File: src/rtl/cordic_arg_reducer.sv
// Angle front end and result fix-up around a pipelined rotation-mode CORDIC core.
// Define ARG_RED_ERR_EN to build the sticky tag-underflow flag on err.
module cordic_arg_reducer #(
   parameter int               WIDTH     = 32,
   parameter int               FRAC      = 29,
   parameter int               TAG_DEPTH = 16,
   parameter logic [WIDTH-1:0] X_INIT    = 32'h136E9DB3,
   parameter logic [WIDTH-1:0] PI_Q      = 32'h6487ED51
) (
   input  logic             clk,
   input  logic             rst,
   input  logic             in_valid,
   output logic             in_ready,
   input  logic [WIDTH-1:0] in_angle,
   output logic [WIDTH-1:0] x,
   output logic [WIDTH-1:0] y,
   output logic [WIDTH-1:0] z,
   output logic             mode,
   output logic             valid_in,
   input  logic [WIDTH-1:0] cos,
   input  logic [WIDTH-1:0] sin,
   input  logic             valid_out,
   output logic             res_valid,
   output logic [WIDTH-1:0] res_cos,
   output logic [WIDTH-1:0] res_sin,
   output logic             err
);

   localparam int AW = (TAG_DEPTH > 1) ? $clog2(TAG_DEPTH) : 1;
   localparam int CW = AW + 1;

   if (FRAC >= WIDTH || (TAG_DEPTH & (TAG_DEPTH - 1)) != 0) begin : g_param_check
      $error("cordic_arg_reducer: FRAC must be below WIDTH and TAG_DEPTH a power of 2");
   end

   logic [CW-1:0]        count_q, count_d;
   logic [AW-1:0]        wr_ptr_q, rd_ptr_q;
   logic [TAG_DEPTH-1:0] tag_mem_q;
   logic                 push, pop, tag_out;

   // A pop frees a slot in the same cycle, so a full FIFO can still take a new angle.
   assign pop      = valid_out & (count_q != '0);
   assign in_ready = (count_q < CW'(TAG_DEPTH)) | pop;
   assign push     = in_valid & in_ready;
   assign tag_out  = pop & tag_mem_q[rd_ptr_q];

   // NOTE: combinational blocks assign every output first so no path leaves a latch behind.
   always_comb begin
      count_d = count_q;
      case ({push, pop})
         2'b10:   count_d = count_q + CW'(1);
         2'b01:   count_d = count_q - CW'(1);
         default: count_d = count_q;
      endcase
   end

   // NOTE: sequential state uses non-blocking assignments so every register samples pre-edge values.
   always_ff @(posedge clk) begin
      if (rst) begin
         count_q  <= '0;
         wr_ptr_q <= '0;
         rd_ptr_q <= '0;
      end else begin
         count_q <= count_d;
         if (push) wr_ptr_q <= wr_ptr_q + AW'(1);
         if (pop)  rd_ptr_q <= rd_ptr_q + AW'(1);
      end
   end

   // NOTE: tag storage has no reset; count and pointers alone decide which entries are live.
   // The tag is queued at accept so occupancy already covers the sample sitting in S1.
   always_ff @(posedge clk) begin
      if (push) tag_mem_q[wr_ptr_q] <= in_angle[WIDTH-1] ^ in_angle[WIDTH-2];
   end

   logic                 s1_valid_q;
   logic [WIDTH-1:0]     s1_angle_q, s1_fold;
   logic [2*WIDTH-1:0]   prod;

   always_ff @(posedge clk) begin
      if (rst) begin
         s1_valid_q <= 1'b0;
         s1_angle_q <= '0;
      end else begin
         s1_valid_q <= push;
         if (push) s1_angle_q <= in_angle;
      end
   end

   // Quadrants 01/10 move by pi: flipping the sign bit adds pi with wrap-around.
   always_comb begin
      s1_fold = s1_angle_q;
      if (s1_angle_q[WIDTH-1] ^ s1_angle_q[WIDTH-2]) s1_fold[WIDTH-1] = ~s1_angle_q[WIDTH-1];
   end

   assign prod = {{WIDTH{s1_fold[WIDTH-1]}}, s1_fold} * {{WIDTH{PI_Q[WIDTH-1]}}, PI_Q};

   logic             valid_in_q;
   logic [WIDTH-1:0] x_q, y_q, z_q;

   always_ff @(posedge clk) begin
      if (rst) begin
         valid_in_q <= 1'b0;
         x_q        <= '0;
         y_q        <= '0;
         z_q        <= '0;
      end else begin
         valid_in_q <= s1_valid_q;
         if (s1_valid_q) begin
            x_q <= X_INIT;
            y_q <= '0;
            z_q <= prod[2*WIDTH-2:WIDTH-1];
         end
      end
   end

   assign x        = x_q;
   assign y        = y_q;
   assign z        = z_q;
   assign valid_in = valid_in_q;
   assign mode     = 1'b0;

   function automatic logic [WIDTH-1:0] sat_neg(input logic [WIDTH-1:0] v);
      logic [WIDTH-1:0] min_neg;
      min_neg = {1'b1, {(WIDTH-1){1'b0}}};
      return (v == min_neg) ? ~min_neg : (~v + WIDTH'(1));
   endfunction

   logic             res_valid_q;
   logic [WIDTH-1:0] res_cos_q, res_cos_d, res_sin_q, res_sin_d;

   assign res_cos_d = tag_out ? sat_neg(cos) : cos;
   assign res_sin_d = tag_out ? sat_neg(sin) : sin;

   always_ff @(posedge clk) begin
      if (rst) begin
         res_valid_q <= 1'b0;
         res_cos_q   <= '0;
         res_sin_q   <= '0;
      end else begin
         res_valid_q <= valid_out;
         if (valid_out) begin
            res_cos_q <= res_cos_d;
            res_sin_q <= res_sin_d;
         end
      end
   end

   assign res_valid = res_valid_q;
   assign res_cos   = res_cos_q;
   assign res_sin   = res_sin_q;

`ifdef ARG_RED_ERR_EN
   logic err_q;
   always_ff @(posedge clk) begin
      if (rst)                             err_q <= 1'b0;
      else if (valid_out && count_q == '0) err_q <= 1'b1;
   end
   assign err = err_q;
`else
   assign err = 1'b0;
`endif

endmodule

File: config.mk
export PLATFORM = sky130hd
export DESIGN_NAME = cordic_arg_reducer
export DESIGN_NICKNAME = d
export VERILOG_FILES = /design/src/rtl/cordic_arg_reducer.sv
export SDC_FILE = /design/constraint.sdc
export NUM_CORES = 1
export LEC_CHECK = 0
export CELL_PAD_IN_SITES_DETAIL_PLACEMENT = 1
export CELL_PAD_IN_SITES_GLOBAL_PLACEMENT = 2
export CORE_MARGIN = 2
export CORE_UTILIZATION = 32
export DETAILED_ROUTE_END_ITERATION = 16
export PLACE_DENSITY_LB_ADDON = 0.25
export SLEW_MARGIN = 20
export SYNTH_ARGS = -nofsm -noshare
export SYNTH_HDL_FRONTEND = slang
export SYNTH_SLANG_ARGS = --single-unit
export TNS_END_PERCENT = 5
File: constraint.sdc
create_clock -name clk -period 9.4 [get_ports clk]
set_clock_uncertainty 0.05 [all_clocks]
set_input_delay 1.41 -clock clk [delete_from_list [all_inputs] [get_ports clk]]
set_output_delay 1.41 -clock clk [all_outputs]
set_load 0.03 [all_outputs]
==> reports/results.txt, run 1 <==
Share of flip-flops with an asynchronous set or reset: 0%. The number of instances on the worst hold path is 2, and the largest net degree at the start of global routing is 73. The critical path is of the flop to flop type.

The detail route stage leaves a number of antenna-violating nets equal to 0. The finished cells cover 29600 um^2. The detailed router finished its first iteration with 609 violations. The worst hold path belongs to the class flop to flop.

For hold timing, the worst endpoint is z[14]. Post-CTS repair changed the size of 0 cells. The post-synthesis instance area came out at 25800 um^2.

The worst register-to-register path ends at z[25]. The effective utilization at floorplan is 32.2%. The H-tree depth reported by CTS was 4; the fmax was 0.120 GHz. The total clock buffers created by CTS came out at 17. Of all nets on the critical path, the largest fanout is 11.

The routed design could run at a clock period as short as 8.31 ns. In the final routed layout, each cell accounts on average for 19.5 um. Counting instances in the post-synthesis netlist gives the leading cell types as inv_1 (744), fa_1 (413), ha_1 (364), nand2_1 (149), nor2_1 (148).

The initial antenna violation count came out at 5. Summed over all instances, the cell type with the most area after synthesis is fa_1. The placed instances occupy a cell area of 29000 um^2.

Hold is met by 0.409 ns. The routability-driven placement congestion ratio was 0.878. The worst path uses 88.4% of the clock period.

Setup repair after global routing left no endpoint under its margin. Synthesis instantiated 66 different standard cells from the library. Each instance of the synthesized netlist takes up on average 9.21 um^2.

The most used standard cell by instance count after synthesis was inv_1. For the number of clock sinks seen by CTS, the log shows 160. In the final layout, the share of cells above drive strength 1 is 4.20%. For this block, the routed nets add up to 79400 um of wire. Sequential cells were found to cover 13.0% of the synthesized design area.

The hold violation count in the final report is 0. Before antenna repair, the detailed router went through 5 iterations. The tools report the kind of start point of the critical path as a flop. The net count of the finished layout is 3864. The most used flip-flop cell after synthesis is dfxtp_1. The maximum count of clock buffers along a single path is 2. By area the synthesized netlist is led by fa_1 (32%), ha_1 (18%), dfxtp_1 (11%).

Across the run, the number of max-cap violations was 0. The DRC violations left was 0. The wire length of the first global-routing pass is 127000 um.

Via count of the first global-routing pass: 22057. The total half-perimeter wirelength after legalization and detailed placement was 67300 um. The number of pins exceeding their max-slew limit in the final report was 0.

The clock network latency to the later pin of the worst-skew pair is 0.47 ns, and the fraction of synthesized cell area taken by the top area cell type is 32.0%. Number of primary I/O pins: 265. Relative to the synthesized area, the layout overhead comes to 14.6%. Counting flops and latches in the post-synthesis netlist gives 160. The per-cell via count in the routed design came out at 4.71.

Measured against its own limit, the worst slew margin works out to 31.4%. The clock transition at the registers of the reported paths was 0.07 ns; the actual transition at the worst max-transition pin was 1.03 ns. After routing, the total negative slack on setup checks comes to 0 ns.

Number of setup buffers added after CTS: 0. Counting flops with a built-in enable in the synthesized netlist gives 16. The tree is rooted in a clkbuf_16. The required time of the critical path is 9.76 ns, and the setup slack of the most critical reg-to-reg path is 1.09 ns.

Global routing used 20.0% of the available tracks across all layers. The post-cts hold buffer count came out at 0. TritonCTS built the clock tree. The die extent in y came out at 288 um. At the worst endpoint, the arrival time is 8.66 ns. The count of cells along the worst register-to-register path came out at 26. Number of buffers inserted by port buffering: 216. From left edge to right edge, the die measures 288 um. Setup violations remaining at the end of the flow were counted as 0. Kind of end point of the critical path: a flop.

After global routing the overflow that remains totals 0. The die covers 83000 um^2. The detailed router placed 19124 vias in this run. After floorplanning, the core was sized to cover 80200 um^2. The run finished with clean final reports. During synthesis, Yosys emitted a total of 0 warnings. The worst hold path begins at z[14]. In this run the core area contains 104 standard-cell rows.

Synthesis handed over a netlist of 2802 instances. In this run the critical register-to-register path is launched from s1_angle_q[11].
==> flip-flops by register name, summed over array words and instances, names as in the netlist <==
name / cells
res_cos: 32
res_sin: 32
z: 32
s1_angle_q: 31
tag_mem_q: 16
count_q: 5
rd_ptr_q: 4
wr_ptr_q: 4
res_valid: 1
s1_valid_q: 1
valid_in: 1
x: 1
==> per-stage QoR <==
step | setup WS (ns) | utilization (%) | instances
floorplan | 1.89 | - | 2850
global placement | 1.14 | 36.2 | 4028
detailed placement | 1.07 | 36.2 | 4028
CTS | 1.03 | 36.9 | 4059
global route | 0.563 | 36.9 | 4062
finish | 1.09 | 36.9 | 4062
==> worst max-delay path by stage <==
stage,start,endpoint,slack [ns],depth (start not counted)
3_3_place_gp,s1_angle_q[14],z[25],1.14,25
2_1_floorplan,s1_angle_q[30],z[25],1.89,20
4_1_cts,s1_angle_q[11],z[25],1.03,26
3_5_place_dp,s1_angle_q[11],z[25],1.07,26
5_1_grt,s1_angle_q[11],z[25],0.56,27
6_report,s1_angle_q[11],z[25],1.09,26
==> kinds of logic (layout without fill, tap and decap cells) <==
kind of cell,count (synthesis),after routing,synth area share (%)
AOI/OAI and AO/OA,393,393,10.2
and+or+nand+nor,432,432,7.57
other,2,53,0.0291
DFF,160,160,13.0
adders and majority gates,777,777,49.7
buffers and inverters,880,1029,13.8
muxes,15,15,0.785
xor gates and xnor gates,143,143,4.85
==> cells in the final DEF (no fill, tap or decap), types with 66 or more instances in the layout <==
| master | count |
|---|---|
| fa_1 | 413 |
| ha_1 | 364 |
| clkdlybuf4s50_1 | 214 |
| dfxtp_1 | 143 |
| nand2_1 | 149 |
| a21oi_1 | 135 |
| inv_1 | 744 |
| xnor2_1 | 72 |
| o21ai_0 | 66 |
| nor2_1 | 148 |
| xor2_1 | 71 |
==> layout make-up <==
type                            instances  area [um^2]
Clock inverter                         11          121
Fill cell                            9270        50600
Antenna cell                            3         7.51
Clock buffer                           20          467
Multi-Input combinational cell       1810        19100
Timing Repair Buffer                  253         2430
Tap cell                             1060         1330
Inverter                              745         2800
Sequential cell                       160         3360
==> routing by layer <==
| layer | GRT usage (%) | wire length, um | vias up |
|---|---|---|---|
| met5 | 0 | 14 | - |
| met2 | 38.0 | 42600 | 222 |
| met1 | 24.0 | 33600 | 9821 |
| met3 | 1.86 | 1430 | 75 |
| li1 | - | - | 9002 |
| met4 | 5.31 | 1830 | 4 |
==> worst max-delay path: stages, from the launching register on <==
cell       delay (ns)
dfxtp_1          0.87
inv_1            0.28
fa_1             0.55
xnor2_1          0.15
ha_1             0.28
inv_1            0.05
fa_1             0.47
inv_1            0.04
ha_1             0.29
fa_1             0.57
fa_1             0.43
fa_1             0.49
inv_1            0.05
fa_1             0.49
inv_1            0.05
ha_1             0.34
nand3_1          0.21
nor4_1           0.32
a22oi_1          0.17
a2111oi_0        0.44
buf_4            0.21
o21ai_0          0.22
a2111oi_1        0.48
buf_4            0.21
o21ai_0          0.12
a211o_1          0.31
nand3_1          0.07
Power of run 1 is not shown: default switching activity piles up to over one toggle a cycle in this logic, so the estimate is an artifact.
==> run 2: changes to the inputs <==
- GPL_TIMING_DRIVEN: default -> 0
==> reports/results.txt, run 2 (synthesis gave the netlist of run 1 again) <==
In the layout the commonest cells are inv_1 (743), fa_1 (413), ha_1 (364), clkdlybuf4s50_1 (214), nand2_1 (149). For the footprint of the flip-flops and latches, the log shows 3390 um^2 (+0.67%). The number of setup violations in the final report was 0 (unchanged); the relative slew slack was 25.9% (-5.4 points).

The logs give 9.26 ns (+0.60 ns) for the arrival time of the worst setup path and 0.884 (+0.72%) for the routability-driven placement congestion ratio. The highest fanout seen on the critical path was 10 (-1); the number of buffers inserted by port buffering was 214 (-0.93%). The effective utilization at floorplan was 32.2% (unchanged).

The wire length of the first global-routing pass is 131000 um (+3.6%), and the clock network latency to the later pin of the worst-skew pair is 0.48 ns (about the same). The final worst-path cycle share works out to 94.6% (+6.2 points). The most numerous cell type found on the critical path is fa_1. The fmax is 0.112 GHz (-6.6%), and the area of all placed cells without fillers is 30200 um^2 (+2.0%).

The global routing met1 resource utilization was 25.5% (+1.6 points). The tools report the number of pins exceeding their max-slew limit in the final report as 0 (unchanged). Compared with the post-synthesis result, the final layout area differs by 16.9%.

Total track usage: 20.9% (+0.85 points). The remaining global-route overflow is 0 (unchanged). TritonCTS built the clock tree.

The logs give -0.377 ns (-1.45 ns) for the worst setup timing slack at the placement stage and 9.76 ns (about the same) for the required time of the critical path. The count of max-cap constraint violations came out at 0 (unchanged). The flow ran to the end, and the final reports show no timing, DRC or antenna violations. The layout cell share with drive strength beyond 1 was 5.81% (+1.6 points); the total half-perimeter wirelength after legalization and detailed placement was 70200 um (+4.3%). Final critical-path setup slack: 0.509 ns (-0.586 ns). Global-route track usage on met2: 38.6% (+0.69 points). The largest incremental delay on the critical path came out at 0.90 ns (+0.03 ns). The critical path goes through ha_1, fa_1, fa_1, inv_1, fa_1, inv_1, fa_1, fa_1, fa_1, inv_1, fa_1, inv_1, ha_1, clkbuf_1, nand4_1, nor4_1, a22oi_1, a2111oi_2, o21ai_0, a2111oi_2, o21ai_0, a211o_1, nand3_1. The via count of the first global-routing pass is 22530 (+2.1%), and the average detailed-routed wire length per instance is 19.9 um (+1.9%). The number of clock sinks seen by CTS came out at 160 (unchanged). The cell total after placement was 4125 (+2.4%).

The run gives 9376 (+1.1%) as the fill cell instance count of the final layout. The type of the worst setup path was flop to flop. The number of primary I/O pins came out at 265 (unchanged). The cell at the root of the clock tree is clkbuf_16.

Clock transition at the registers of the reported paths: 0.09 ns (+0.02 ns). The per-cell via count in the routed design was 4.69 (-0.48%). The final net count was 3961 (+2.5%); the number of detailed-routing iterations run before antenna repair was 4 (-1). Leading cell type in the layout, fill and taps excluded: inv_1. The total wire length after detailed routing came out at 82800 um (+4.3%). The run gives 0 ns (unchanged) as the setup TNS. The logs give 19487 (+1.9%) for the via count and 83000 um^2 (unchanged) for the die area. The run gives 2 (unchanged) as the maximum count of clock buffers along a single path. The DRC violations left was 0 (unchanged). The initial antenna violation count came out at 2 (-3). The path category of the worst min-delay check was flop to flop. The total clock buffers created by CTS is 17 (unchanged). STA classifies the critical path endpoint as a flop. The shortest clock period the worst path allows after layout is 8.89 ns (+0.586 ns).

The violation count after the first detailed-routing iteration is 613 (+0.66%), and the post-cts hold buffer count is 0 (unchanged). Setup repair after global routing left no endpoint under its margin. The critical path's slowest cell is dfxtp_1.

The tools report the placed cell area as 29500 um^2 (+1.7%). The tools report the hold violation count in the final report as 0 (unchanged). The logs give 19100 um^2 (about the same) for the multi-input gate area in the final layout and 22 (-70%) for the largest net degree at the start of global routing.

The met3 usage came out at 1.74% (-0.13 points). The kind of start point of the critical path was a flop. The H-tree depth reported by CTS came out at 4 (unchanged). met2 is the most crowded layer.

The site row count is 104 (unchanged), and the post-route non-filler standard cell count is 4159 (+2.4%). The remaining antenna violation count was 0 (unchanged); the width of the die was 288 um (unchanged). The actual transition at the worst max-transition pin was 1.11 ns (+0.0802 ns). The die extent in y is 288 um (unchanged).

The standard cell core area came out at 80200 um^2 (unchanged).
==> run 2: cell count changes in the layout (fill, tap and decap cells not counted), sizes merged <==
cell,change
buf,+38
inv,+2
diode,-1
clkbuf,+56
clkinv,+2
==> run 2: stage by stage <==
step	util [%]	hold slack (ns)
after CTS	37.6	0.416
after global placement	36.8	0.393
after floorplan	-	0.416
final	37.6	0.410
after detailed placement	36.8	0.398
after global routing	37.6	0.449
==> run 2: worst max-delay path, delay by kind of cell (launching register included) <==
kind                       cells  cell delay [ns]
buffers and inverters          5             0.59
DFF                            1             0.90
AOI/OAI and AO/OA              6             2.50
and+or+nand+nor                3             0.70
adders and majority gates      9             4.06
==> run 2: final timing paths <==
check / startpoint / to / slack, ns / depth (start not counted)
setup / recovery: s1_angle_q[19] / z[25] / 0.51 / 23
hold / removal: z[14] / z[14] / 0.41 / 2
setup reg to reg: s1_angle_q[19] / z[25] / 0.51 / 23
hold reg to reg: z[14] / z[14] / 0.41 / 2
==> run 2: cell type report <==
class	count	share of cell area, %
clock buffers	17	1.41
flip-flops and latches	160	11.2
clock inverters	15	0.705
well taps	1060	4.40
inverters	745	9.27
plain buffers	135	2.57
repair buffers	215	7.17
diodes	2	0.0166
multi-input cells	1810	63.2
==> run 2: routing by layer <==
layer	vias up	wire length, um
met5	-	0
met4	0	2330
met3	72	1870
met2	239	43500
met1	9994	35200
li1	9182	-
==> run 2: what timing repair did <==
item                                    4_1_cts  5_1_grt
pin swaps                                     0        0
endpoints found under the setup margin        3        5
buffers inserted                              0        0
resized for setup                            13        8
Power of run 2 is left out for the same reason.
